<file path="src/rtl/ram_burst_ctrl.sv">
// ---------------------------------------------------------------------------
// ram_burst_ctrl
//
// Burst controller between a command/stream interface and a single-port
// synchronous RAM (read data returned one cycle after the address).
// A write burst streams i_wdata straight onto the RAM port. A read burst
// issues RAM reads into a 2-entry output FIFO and presents them on a
// valid/ready stream. o_done pulses for one cycle after every completed burst.
//
// Ports
//   i_clk, i_reset              clock, synchronous active-high reset
//   i_cmd_valid / o_cmd_ready   command handshake
//   i_cmd_write                 1 = write burst, 0 = read burst
//   i_cmd_addr                  burst start address
//   i_cmd_len                   burst length minus one
//   i_wr_valid / o_wr_ready     write-data stream handshake
//   i_wdata                     write-data word
//   o_rd_valid / i_rd_ready     read-data stream handshake
//   o_rdata, o_rd_last          read-data word, last word of the burst
//   o_done                      one-cycle burst-complete pulse
//   o_mem_we, o_mem_addr,
//   o_mem_wdata, i_mem_rdata    RAM port
//
// state   | meaning
// --------+-------------------------------------------------------------
// S_IDLE  | waiting for a command; o_cmd_ready high
// S_WRITE | streaming write beats into the RAM
// S_READ  | issuing RAM reads while the output FIFO has room
// S_DRAIN | all reads issued; waiting for the last word to be popped
// ---------------------------------------------------------------------------
module ram_burst_ctrl #(
    parameter int ADDR_WIDTH = 4,
    parameter int DATA_WIDTH = 8
) (
    input  logic                  i_clk,
    input  logic                  i_reset,
    input  logic                  i_cmd_valid,
    output logic                  o_cmd_ready,
    input  logic                  i_cmd_write,
    input  logic [ADDR_WIDTH-1:0] i_cmd_addr,
    input  logic [ADDR_WIDTH-1:0] i_cmd_len,
    input  logic                  i_wr_valid,
    output logic                  o_wr_ready,
    input  logic [DATA_WIDTH-1:0] i_wdata,
    output logic                  o_rd_valid,
    input  logic                  i_rd_ready,
    output logic [DATA_WIDTH-1:0] o_rdata,
    output logic                  o_rd_last,
    output logic                  o_done,
    output logic                  o_mem_we,
    output logic [ADDR_WIDTH-1:0] o_mem_addr,
    output logic [DATA_WIDTH-1:0] o_mem_wdata,
    input  logic [DATA_WIDTH-1:0] i_mem_rdata
);

    // Count is one bit wider than the address so a full-depth burst fits.
    localparam int CW = ADDR_WIDTH + 1;
    localparam logic [ADDR_WIDTH-1:0] A_ONE = ADDR_WIDTH'(1);
    localparam logic [CW-1:0]         C_ONE = CW'(1);

    typedef enum logic [1:0] {
        S_IDLE  = 2'd0,
        S_WRITE = 2'd1,
        S_READ  = 2'd2,
        S_DRAIN = 2'd3
    } state_t;

    state_t                r_state;
    logic [ADDR_WIDTH-1:0] r_addr;
    logic [CW-1:0]         r_count;
    logic                  r_done;
    logic                  r_inflight;
    logic                  r_inflight_last;

    logic [DATA_WIDTH-1:0] r_fifo_data [2];
    logic [1:0]            r_fifo_last;
    logic                  r_rd_ptr;
    logic                  r_wr_ptr;
    logic [1:0]            r_fifo_cnt;

    logic                  w_cmd_ready;
    logic                  w_accept;
    logic                  w_rd_valid;
    logic                  w_pop;
    logic                  w_pop_last;
    logic                  w_wr_beat;
    logic [2:0]            w_slots;
    logic                  w_rd_issue;
    logic                  w_issue_last;
    logic [CW-1:0]         w_len_p1;

    assign w_cmd_ready = (r_state == S_IDLE) & ~i_reset;
    assign w_accept    = i_cmd_valid & w_cmd_ready;
    assign w_rd_valid  = (r_fifo_cnt != 2'd0) & ~i_reset;
    assign w_pop       = w_rd_valid & i_rd_ready;
    assign w_pop_last  = w_pop & r_fifo_last[r_rd_ptr];
    assign w_wr_beat   = (r_state == S_WRITE) & i_wr_valid & ~i_reset;
    assign w_len_p1    = {1'b0, i_cmd_len} + C_ONE;

    // Slots that will be committed after this edge. A pop this cycle frees a
    // slot in time for the next issue, which keeps a back-to-back read stream
    // running at one word per cycle without ever overfilling the FIFO.
    assign w_slots = {1'b0, r_fifo_cnt} + {2'b00, r_inflight} - {2'b00, w_pop};

    // The first read is issued in the accept cycle itself (address taken
    // straight from the command) so the first word reaches the output two
    // cycles after accept.
    always_comb begin
        w_rd_issue   = 1'b0;
        w_issue_last = 1'b0;
        if (!i_reset) begin
            if (w_accept && !i_cmd_write) begin
                w_rd_issue   = 1'b1;
                w_issue_last = (i_cmd_len == '0);
            end else if (r_state == S_READ && w_slots < 3'd2) begin
                w_rd_issue   = 1'b1;
                w_issue_last = (r_count == C_ONE);
            end
        end
    end

    // Burst sequencing FSM
    always_ff @(posedge i_clk) begin
        if (i_reset) begin
            r_state         <= S_IDLE;
            r_addr          <= '0;
            r_count         <= '0;
            r_done          <= 1'b0;
            r_inflight      <= 1'b0;
            r_inflight_last <= 1'b0;
        end else begin
            r_done          <= 1'b0;
            r_inflight      <= w_rd_issue;
            r_inflight_last <= w_rd_issue & w_issue_last;
            case (r_state)
                S_IDLE: begin
                    if (w_accept) begin
                        if (i_cmd_write) begin
                            r_addr  <= i_cmd_addr;
                            r_count <= w_len_p1;
                            r_state <= S_WRITE;
                        end else begin
                            // First word already issued this cycle.
                            r_addr  <= i_cmd_addr + A_ONE;
                            r_count <= {1'b0, i_cmd_len};
                            r_state <= (i_cmd_len == '0) ? S_DRAIN : S_READ;
                        end
                    end
                end
                S_WRITE: begin
                    if (w_wr_beat) begin
                        r_addr  <= r_addr + A_ONE;
                        r_count <= r_count - C_ONE;
                        if (r_count == C_ONE) begin
                            r_state <= S_IDLE;
                            r_done  <= 1'b1;
                        end
                    end
                end
                S_READ: begin
                    if (w_rd_issue) begin
                        r_addr  <= r_addr + A_ONE;
                        r_count <= r_count - C_ONE;
                        if (r_count == C_ONE) begin
                            r_state <= S_DRAIN;
                        end
                    end
                end
                S_DRAIN: begin
                    if (w_pop_last) begin
                        r_state <= S_IDLE;
                        r_done  <= 1'b1;
                    end
                end
                default: begin
                    r_state <= S_IDLE;
                end
            endcase
        end
    end

    // Output FIFO control: push the RAM word one cycle after its issue.
    always_ff @(posedge i_clk) begin
        if (i_reset) begin
            r_fifo_last <= '0;
            r_rd_ptr    <= 1'b0;
            r_wr_ptr    <= 1'b0;
            r_fifo_cnt  <= '0;
        end else begin
            if (r_inflight) begin
                r_fifo_last[r_wr_ptr] <= r_inflight_last;
                r_wr_ptr              <= ~r_wr_ptr;
            end
            if (w_pop) begin
                r_rd_ptr <= ~r_rd_ptr;
            end
            case ({r_inflight, w_pop})
                2'b10:   r_fifo_cnt <= r_fifo_cnt + 2'd1;
                2'b01:   r_fifo_cnt <= r_fifo_cnt - 2'd1;
                default: r_fifo_cnt <= r_fifo_cnt;
            endcase
        end
    end

    // FIFO storage needs no reset; occupancy alone decides validity.
    always_ff @(posedge i_clk) begin
        if (r_inflight && !i_reset) begin
            r_fifo_data[r_wr_ptr] <= i_mem_rdata;
        end
    end

    assign o_cmd_ready = w_cmd_ready;
    assign o_wr_ready  = (r_state == S_WRITE) & ~i_reset;
    assign o_mem_we    = w_wr_beat;
    assign o_mem_addr  = i_reset ? '0 : ((r_state == S_IDLE) ? i_cmd_addr : r_addr);
    assign o_mem_wdata = i_wdata;
    assign o_rd_valid  = w_rd_valid;
    assign o_rdata     = r_fifo_data[r_rd_ptr];
    assign o_rd_last   = w_rd_valid & r_fifo_last[r_rd_ptr];
    assign o_done      = r_done & ~i_reset;

endmodule

</file>
<file path="config.mk">
export PLATFORM = sky130hd
export DESIGN_NAME = ram_burst_ctrl
export DESIGN_NICKNAME = d
export VERILOG_FILES = /design/src/rtl/ram_burst_ctrl.sv
export SDC_FILE = /design/constraint.sdc
export NUM_CORES = 1
export LEC_CHECK = 0
export ABC_AREA = 1
export BUFFER_PORTS_ARGS = -buffer_cell sky130_fd_sc_hd__clkbuf_2
export CORE_MARGIN = 5
export CORE_UTILIZATION = 45
export DETAILED_ROUTE_END_ITERATION = 10
export HOLD_SLACK_MARGIN = 0.02
export PLACE_DENSITY_LB_ADDON = 0.05
export SYNTH_ARGS = -nofsm -noshare
export SYNTH_HDL_FRONTEND = slang
export SYNTH_SLANG_ARGS = --single-unit
</file>
<file path="constraint.sdc">
create_clock -name i_clk -period 2.5 [get_ports i_clk]
set_input_delay 0.375 -clock i_clk [delete_from_list [all_inputs] [get_ports i_clk]]
set_output_delay 0.375 -clock i_clk [all_outputs]
set_load 0.05 [all_outputs]
</file>
* Yosys cells after proc, flatten, opt, wreduce, memory -nomap -nowiden
Memories as Yosys holds them, arrays and structs flattened. A register that Yosys moved wholly into a read port is not among the register bits. Index checks and enable logic that the tools add are counted.
Cells by class: bitwise logic cells 14, equal/unequal tests 12, multiplexer cells 41, order comparisons 4, reduce and logical (&&, ||, !) cells 13, add/subtract/negate cells 8
Operators by type and width (number):
- two-way mux 4 bit | 6
- two-way mux 5 bit | 4
- two-way mux 1 bit | 17
- case mux 5 bit (3 select lines) | 1
- two-way mux 2 bit | 7
- case mux 4 bit (3 select lines) | 1
- bitwise AND 1 bit | 11
- adder 4 x 1 -> 4 bit (second input constant) | 2
- inequality test 2 bit (second input constant) | 4
- case mux 2 bit (4 select lines) | 1
- == test 2 bit (second input constant) | 3
- AND reduction 6 bit | 1
- adder 4 x 1 -> 5 bit (second input constant) | 1
- == test 5 x 1 -> 1 bit (second input constant) | 1
- subtractor 5 x 1 -> 5 bit (second input constant) | 1
- == test 2 x 1 -> 1 bit (second input constant) | 2
- logical AND 1 bit | 4
- zero test 4 bit | 1
- < comparator 1 x 2 -> 1 bit (second input constant) | 2
- inequality test 2 x 1 -> 1 bit (second input constant) | 2
- case mux 2 bit (2 select lines) | 1
- AND reduction 4 bit | 1
- nonzero test 2 bit | 2
- adder 2 x 1 -> 3 bit | 1
- other kinds (12) | 15
Storage, ports and cells: output and inout port bits 26, bits of input ports 30, logic and storage cells 103, bits in writable memories 16, flip-flop bits (word level) 20, memories kept 1
Memories:
- r_fifo_data | depth 2, width 8, read ports 1, clocked after Yosys merged registers in 1, write ports 1, RTL line 75 | logic [DATA_WIDTH-1:0] r_fifo_data [2];

* Depth between registers and ports, before layout
depth after elaboration 11, mapped depth 18, mapped depth without buffers 18

* Worst setup path after synthesis
OpenSTA, ideal clock, no wires.
path type flip-flop to flip-flop, start point register r_fifo_cnt[1], end point register r_count[0], clock period less this slack 2.335 ns, arrival 2.217 ns, path buffers 1, cell stages (with the launch flop) 19, setup time 0.118 ns, slack 0.165 ns, cell sequence dfxtp_1 inv_1 nand2_1 nand3_1 inv_1 nand2_1 a21oi_1 inv_1 fa_1 nand2_1 clkinv_1 nand3_1 nand2_4 nand2_4 nand2_4 buf_6 nand3_1 nand2_1 nor2_1
On the way: cells in the longest elaborated chain, start to end 11, elaborated cells on any way between the ends 12, those cells by class add/sub (2); order compare (1); eq/ne (1); mux (3); bitwise (2); reduce/logical (3)
RTL lines:
- start, declared | RTL line 79 | logic [1:0] r_fifo_cnt;
- start signal, assigned | RTL line 198 | 2'b10: r_fifo_cnt <= r_fifo_cnt + 2'd1;
- start signal, assigned | RTL line 199 | 2'b01: r_fifo_cnt <= r_fifo_cnt - 2'd1;
- start signal, assigned | RTL line 200 | default: r_fifo_cnt <= r_fifo_cnt;
- nonzero test 2 bit | RTL line 94 | assign w_rd_valid = (r_fifo_cnt != 2'd0) & ~i_reset;
- bitwise AND 1 bit | RTL line 94
- bitwise AND 1 bit | RTL line 95 | assign w_pop = w_rd_valid & i_rd_ready;
- subtractor 3 x 1 -> 3 bit (*) | RTL line 103 | assign w_slots = {1'b0, r_fifo_cnt} + {2'b00, r_inflight} - {2'b00, w_pop};
- < comparator 3 x 2 -> 1 bit (*) | RTL line 115 | end else if (r_state == S_READ && w_slots < 3'd2) begin
- logical AND 1 bit (*) | RTL line 115
- two-way mux 1 bit (*) | RTL line 115
- two-way mux 1 bit (*) | RTL line 112 | if (w_accept && !i_cmd_write) begin
- two-way mux 1 bit (*) | RTL line 111 | if (!i_reset) begin
- inequality test 2 bit (no source line) (*)
- AND reduction 4 bit (no source line) (*)
- end signal, assigned | RTL line 140 | r_count <= w_len_p1;
- end signal, assigned | RTL line 145 | r_count <= {1'b0, i_cmd_len};
- end signal, assigned | RTL line 153 | r_count <= r_count - C_ONE;
- end, declared | RTL line 70 | logic [CW-1:0] r_count;
Every way passes the cells marked *; elsewhere a longest branch is shown, timed or not. A chain may end at the register's enable or synchronous reset.

* Worst setup path after layout
start point register r_fifo_cnt[0], end point register r_addr[3]
On the way: cells in the longest elaborated chain, start to end 11, elaborated cells on any way between the ends 12, those cells by class add/sub (2); order compare (1); eq/ne (1); mux (3); bitwise (2); reduce/logical (3)
RTL lines:
- nonzero test 2 bit | RTL line 94
- bitwise AND 1 bit | RTL line 94
- bitwise AND 1 bit | RTL line 95
- subtractor 3 x 1 -> 3 bit (*) | RTL line 103
- < comparator 3 x 2 -> 1 bit (*) | RTL line 115
- logical AND 1 bit (*) | RTL line 115
- two-way mux 1 bit (*) | RTL line 115
- two-way mux 1 bit (*) | RTL line 112
- two-way mux 1 bit (*) | RTL line 111
- inequality test 2 bit (no source line) (*)
- AND reduction 4 bit (no source line) (*)
- end signal, assigned | RTL line 139 | r_addr <= i_cmd_addr;
- end signal, assigned | RTL line 144 | r_addr <= i_cmd_addr + A_ONE;
- end signal, assigned | RTL line 152 | r_addr <= r_addr + A_ONE;
- end, declared | RTL line 69 | logic [ADDR_WIDTH-1:0] r_addr;
Marks and branches as above.

==> impl_metrics.json <==
{
  "hold_viol": 0,
  "clock_path_buffers": 2,
  "endpoint_kind": "flop",
  "hpwlAfterDp_um": 3570,
  "ir_worst_vdd_uv": 560,
  "dr.pass1.iters": 4,
  "antennaDiodeCount": 0,
  "drtIter0Drc": 83,
  "holdBufCountCts": 0,
  "slew_violations": 0,
  "viasPerCell": 4.71,
  "synth_cells": 295,
  "max_slew.worst_pin.slew_ns": 0.685,
  "io_pins": 56,
  "synth_nets": 336,
  "ant_nets": 0,
  "grt_use_total_pct": 15.3,
  "hold_class": "primary input to flop",
  "drc": 0,
  "slew_headroom_pct": 54.2,
  "cts-root-buf": "clkbuf_8",
  "cts_max_level": 2,
  "initial_utilization_pct": 47.0,
  "synth-seq-area-share_pct": 39.8,
  "maxCapViolations": 0,
  "io_buffers": 39,
  "overflow": 0,
  "p_int_mw": 1.62,
  "synth-seq-cells": 37,
  "cts.repair.resized": 0,
  "critPathMaxFanout": 16,
  "skew_ns": 0.00261,
  "start_kind": "flop",
  "multi_input_area_sq_um": 1110,
  "cp_data_arrival_time_ns": 2.46,
  "fin_crit_ns": 2.27,
  "syn_to_final_growth_pct": 15.4,
  "cts_sinks": 37,
  "seqPwrFrac_pct": 29.3,
  "synth.mux.area_fraction_pct": 3.98,
  "crit_type": "flop to flop",
  "power.density_nw_per_um2": 1110,
  "vias": 1874,
  "final_nets": 371,
  "final_cells": 398,
  "post-route-worst-setup-slack_ns": 0.229,
  "insertion_delay_ns": 0.29,
  "fillers": 503,
  "die-area_sq_um": 6550,
  "post-place-ws_ns": 0.0774,
  "wirelength_um": 4650,
  "setup_viol": 0,
  "die_y_um": 81.0,
  "status": "completed",
  "yosysUniqueCellTypes": 32,
  "syn_avg_cell_area_sq_um": 7.68,
  "seqCellArea_sq_um": 902,
  "synth_area_sq_um": 2270,
  "num_rows": 25,
  "grt_pass1_wl_um": 7820,
  "p_leak_nw": 1.20,
  "finalCritPeriodShare_pct": 90.8,
  "postCtsSetupRepairBufs": 0,
  "yosys.area_share.adder_pct": 6.41,
  "cts_tree": "done",
  "drive_gt1_share_pct": 22.7,
  "antenna_found_initial": 0,
  "cts_buffers": 5,
  "synth_top_family_by_area": "simple AND/OR/NAND/NOR gates",
  "fin_total_pwr_mw": 2.90,
  "p_sw_share_pct": 44.1,
  "worstPathRequired_ns": 2.69,
  "combPwrFrac_pct": 49.1,
  "routedWlPerCell_um": 11.7,
  "coreArea_sq_um": 4820,
  "die_w_um": 81.0,
  "place.gp.congestion": 0.831,
  "synth_compound_area_share_pct": 11.1,
  "clock.fmax_ghz": 0.440,
  "yosys.area_share.simple_pct": 26.2,
  "synthXorXnorAreaFrac_pct": 0.773,
  "clk_pin_slew_ns": 0.08,
  "grt_max_degree": 20,
  "dp.cells": 390,
  "clockPowerShare_pct": 21.6,
  "p_switching_mw": 1.28,
  "grt_pass1_vias": 1718,
  "yosysWarningCount": 0
}
## registers in the layout, summed over array words and instances, names as in the netlist, named ones only
register	flops
r_rd_ptr	1
r_done	1
r_fifo_cnt	2
r_wr_ptr	1
r_state	2
r_inflight	1
r_addr	4
r_count	5
r_fifo_last	2
r_fifo_data	16
r_inflight_last	1
## stage by stage
step	util [%]	hold WS (ns)	area [sq um]	TNS, ns
3_5_place_dp	51.1	0.474	2460	0
3_3_place_gp	51.1	0.466	2460	0
4_1_cts	54.0	0.265	2600	0
6_report	54.3	0.271	2620	0
2_1_floorplan	-	0.443	2270	0
5_1_grt	54.3	0.257	2620	-0.00601
## synthesized netlist by cell type, drive strengths merged
| cell | instances | area (sq um) |
|---|---|---|
| mux2 | 8 | 90.1 |
| fa | 1 | 20.0 |
| clkinv | 1 | 3.75 |
| xor2 | 2 | 17.5 |
| inv | 38 | 145 |
| o21ai | 25 | 125 |
| nand3b | 1 | 7.51 |
| dfxtp | 21 | 420 |
| or2 | 2 | 12.5 |
| edfxtp | 16 | 480 |
| ha | 10 | 125 |
| nor3 | 1 | 5.00 |
| a211oi | 1 | 7.51 |
| nor2 | 43 | 171 |
| a31oi | 2 | 12.5 |
| a21oi | 18 | 93.8 |
| clkbuf | 2 | 7.51 |
| buf | 14 | 111 |
| nand3 | 22 | 128 |
| o22ai | 2 | 12.5 |
| nand2 | 65 | 269 |
## placed cells by master, fill, tap and decap left out, types with 2 or more instances in the layout
cell / n
buf_4: 5
dfxtp_1: 20
edfxtp_1: 16
nand3_1: 20
nor2_1: 41
a21oi_1: 16
nand2_4: 2
nand2_1: 61
clkbuf_8: 5
ha_1: 10
a31oi_1: 2
o21ai_0: 25
inv_1: 36
xor2_1: 2
mux2_2: 8
clkbuf_2: 39
o22ai_1: 2
or2_2: 2
bufinv_16: 2
a21oi_2: 2
## power by group through the flow
stage	logic [mW]	clock network (mW)	registers, mW
6_report	1.42	0.626	0.849
5_1_grt	1.64	0.673	0.864
4_1_cts	1.42	0.640	0.849
3_5_place_dp	1.42	0	0.861
3_3_place_gp	1.41	0	0.859
2_1_floorplan	1.23	0	0.828
## critical path: stages (launching register included)
cell and delay (ns):
dfxtp_2 0.35, inv_1 0.07, nand2_1 0.06, nand3_1 0.10, inv_1 0.07, nand2_1 0.09
a21oi_2 0.16, inv_1 0.06, fa_1 0.47, nand2_1 0.05, clkinv_1 0.06, nand3_1 0.10
nand2_4 0.09, nand2_4 0.07, nand2_8 0.12, nand2_2 0.10, nor2_1 0.10, nor2_1 0.05
## final timing paths
check                       from                end  slack [ns]  depth (start not counted)
hold / removal    i_mem_rdata[4]  r_fifo_data[0][4]        0.27                          1
setup / recovery   r_fifo_cnt[0]          r_addr[3]        0.23                         17
setup reg to reg   r_fifo_cnt[0]          r_addr[3]        0.23                         17
hold reg to reg   r_fifo_last[1]     r_fifo_last[1]        0.49                          2
## metal layers
metal	up-vias	GRT usage [%]	part of all wire, %	routed length (um)
met5	-	0	0	0
met4	0	4.05	0.84	39
met3	4	3.77	5.4	249
met2	41	26.6	47	2200
met1	815	19.0	47	2170
li1	1014	-	-	-
## kinds of logic after synthesis
kind of cell	after synthesis
XOR/XNOR	2
AO/OA/AOI/OAI	48
adder cells (fa/ha/maj)	11
AND/OR/NAND/NOR	134
multiplexers	8
flip-flops	37
buffers and inverters	55
## cell type report
cell class	instances	share of cell area [%]
tap	67	3.21
inverter	39	5.69
clock inverter	3	2.63
timing repair buffer	44	8.90
multi-input combinational	203	42.4
sequential	37	34.5
clock buffer	5	2.63
Power figures use the tool's default switching activity.
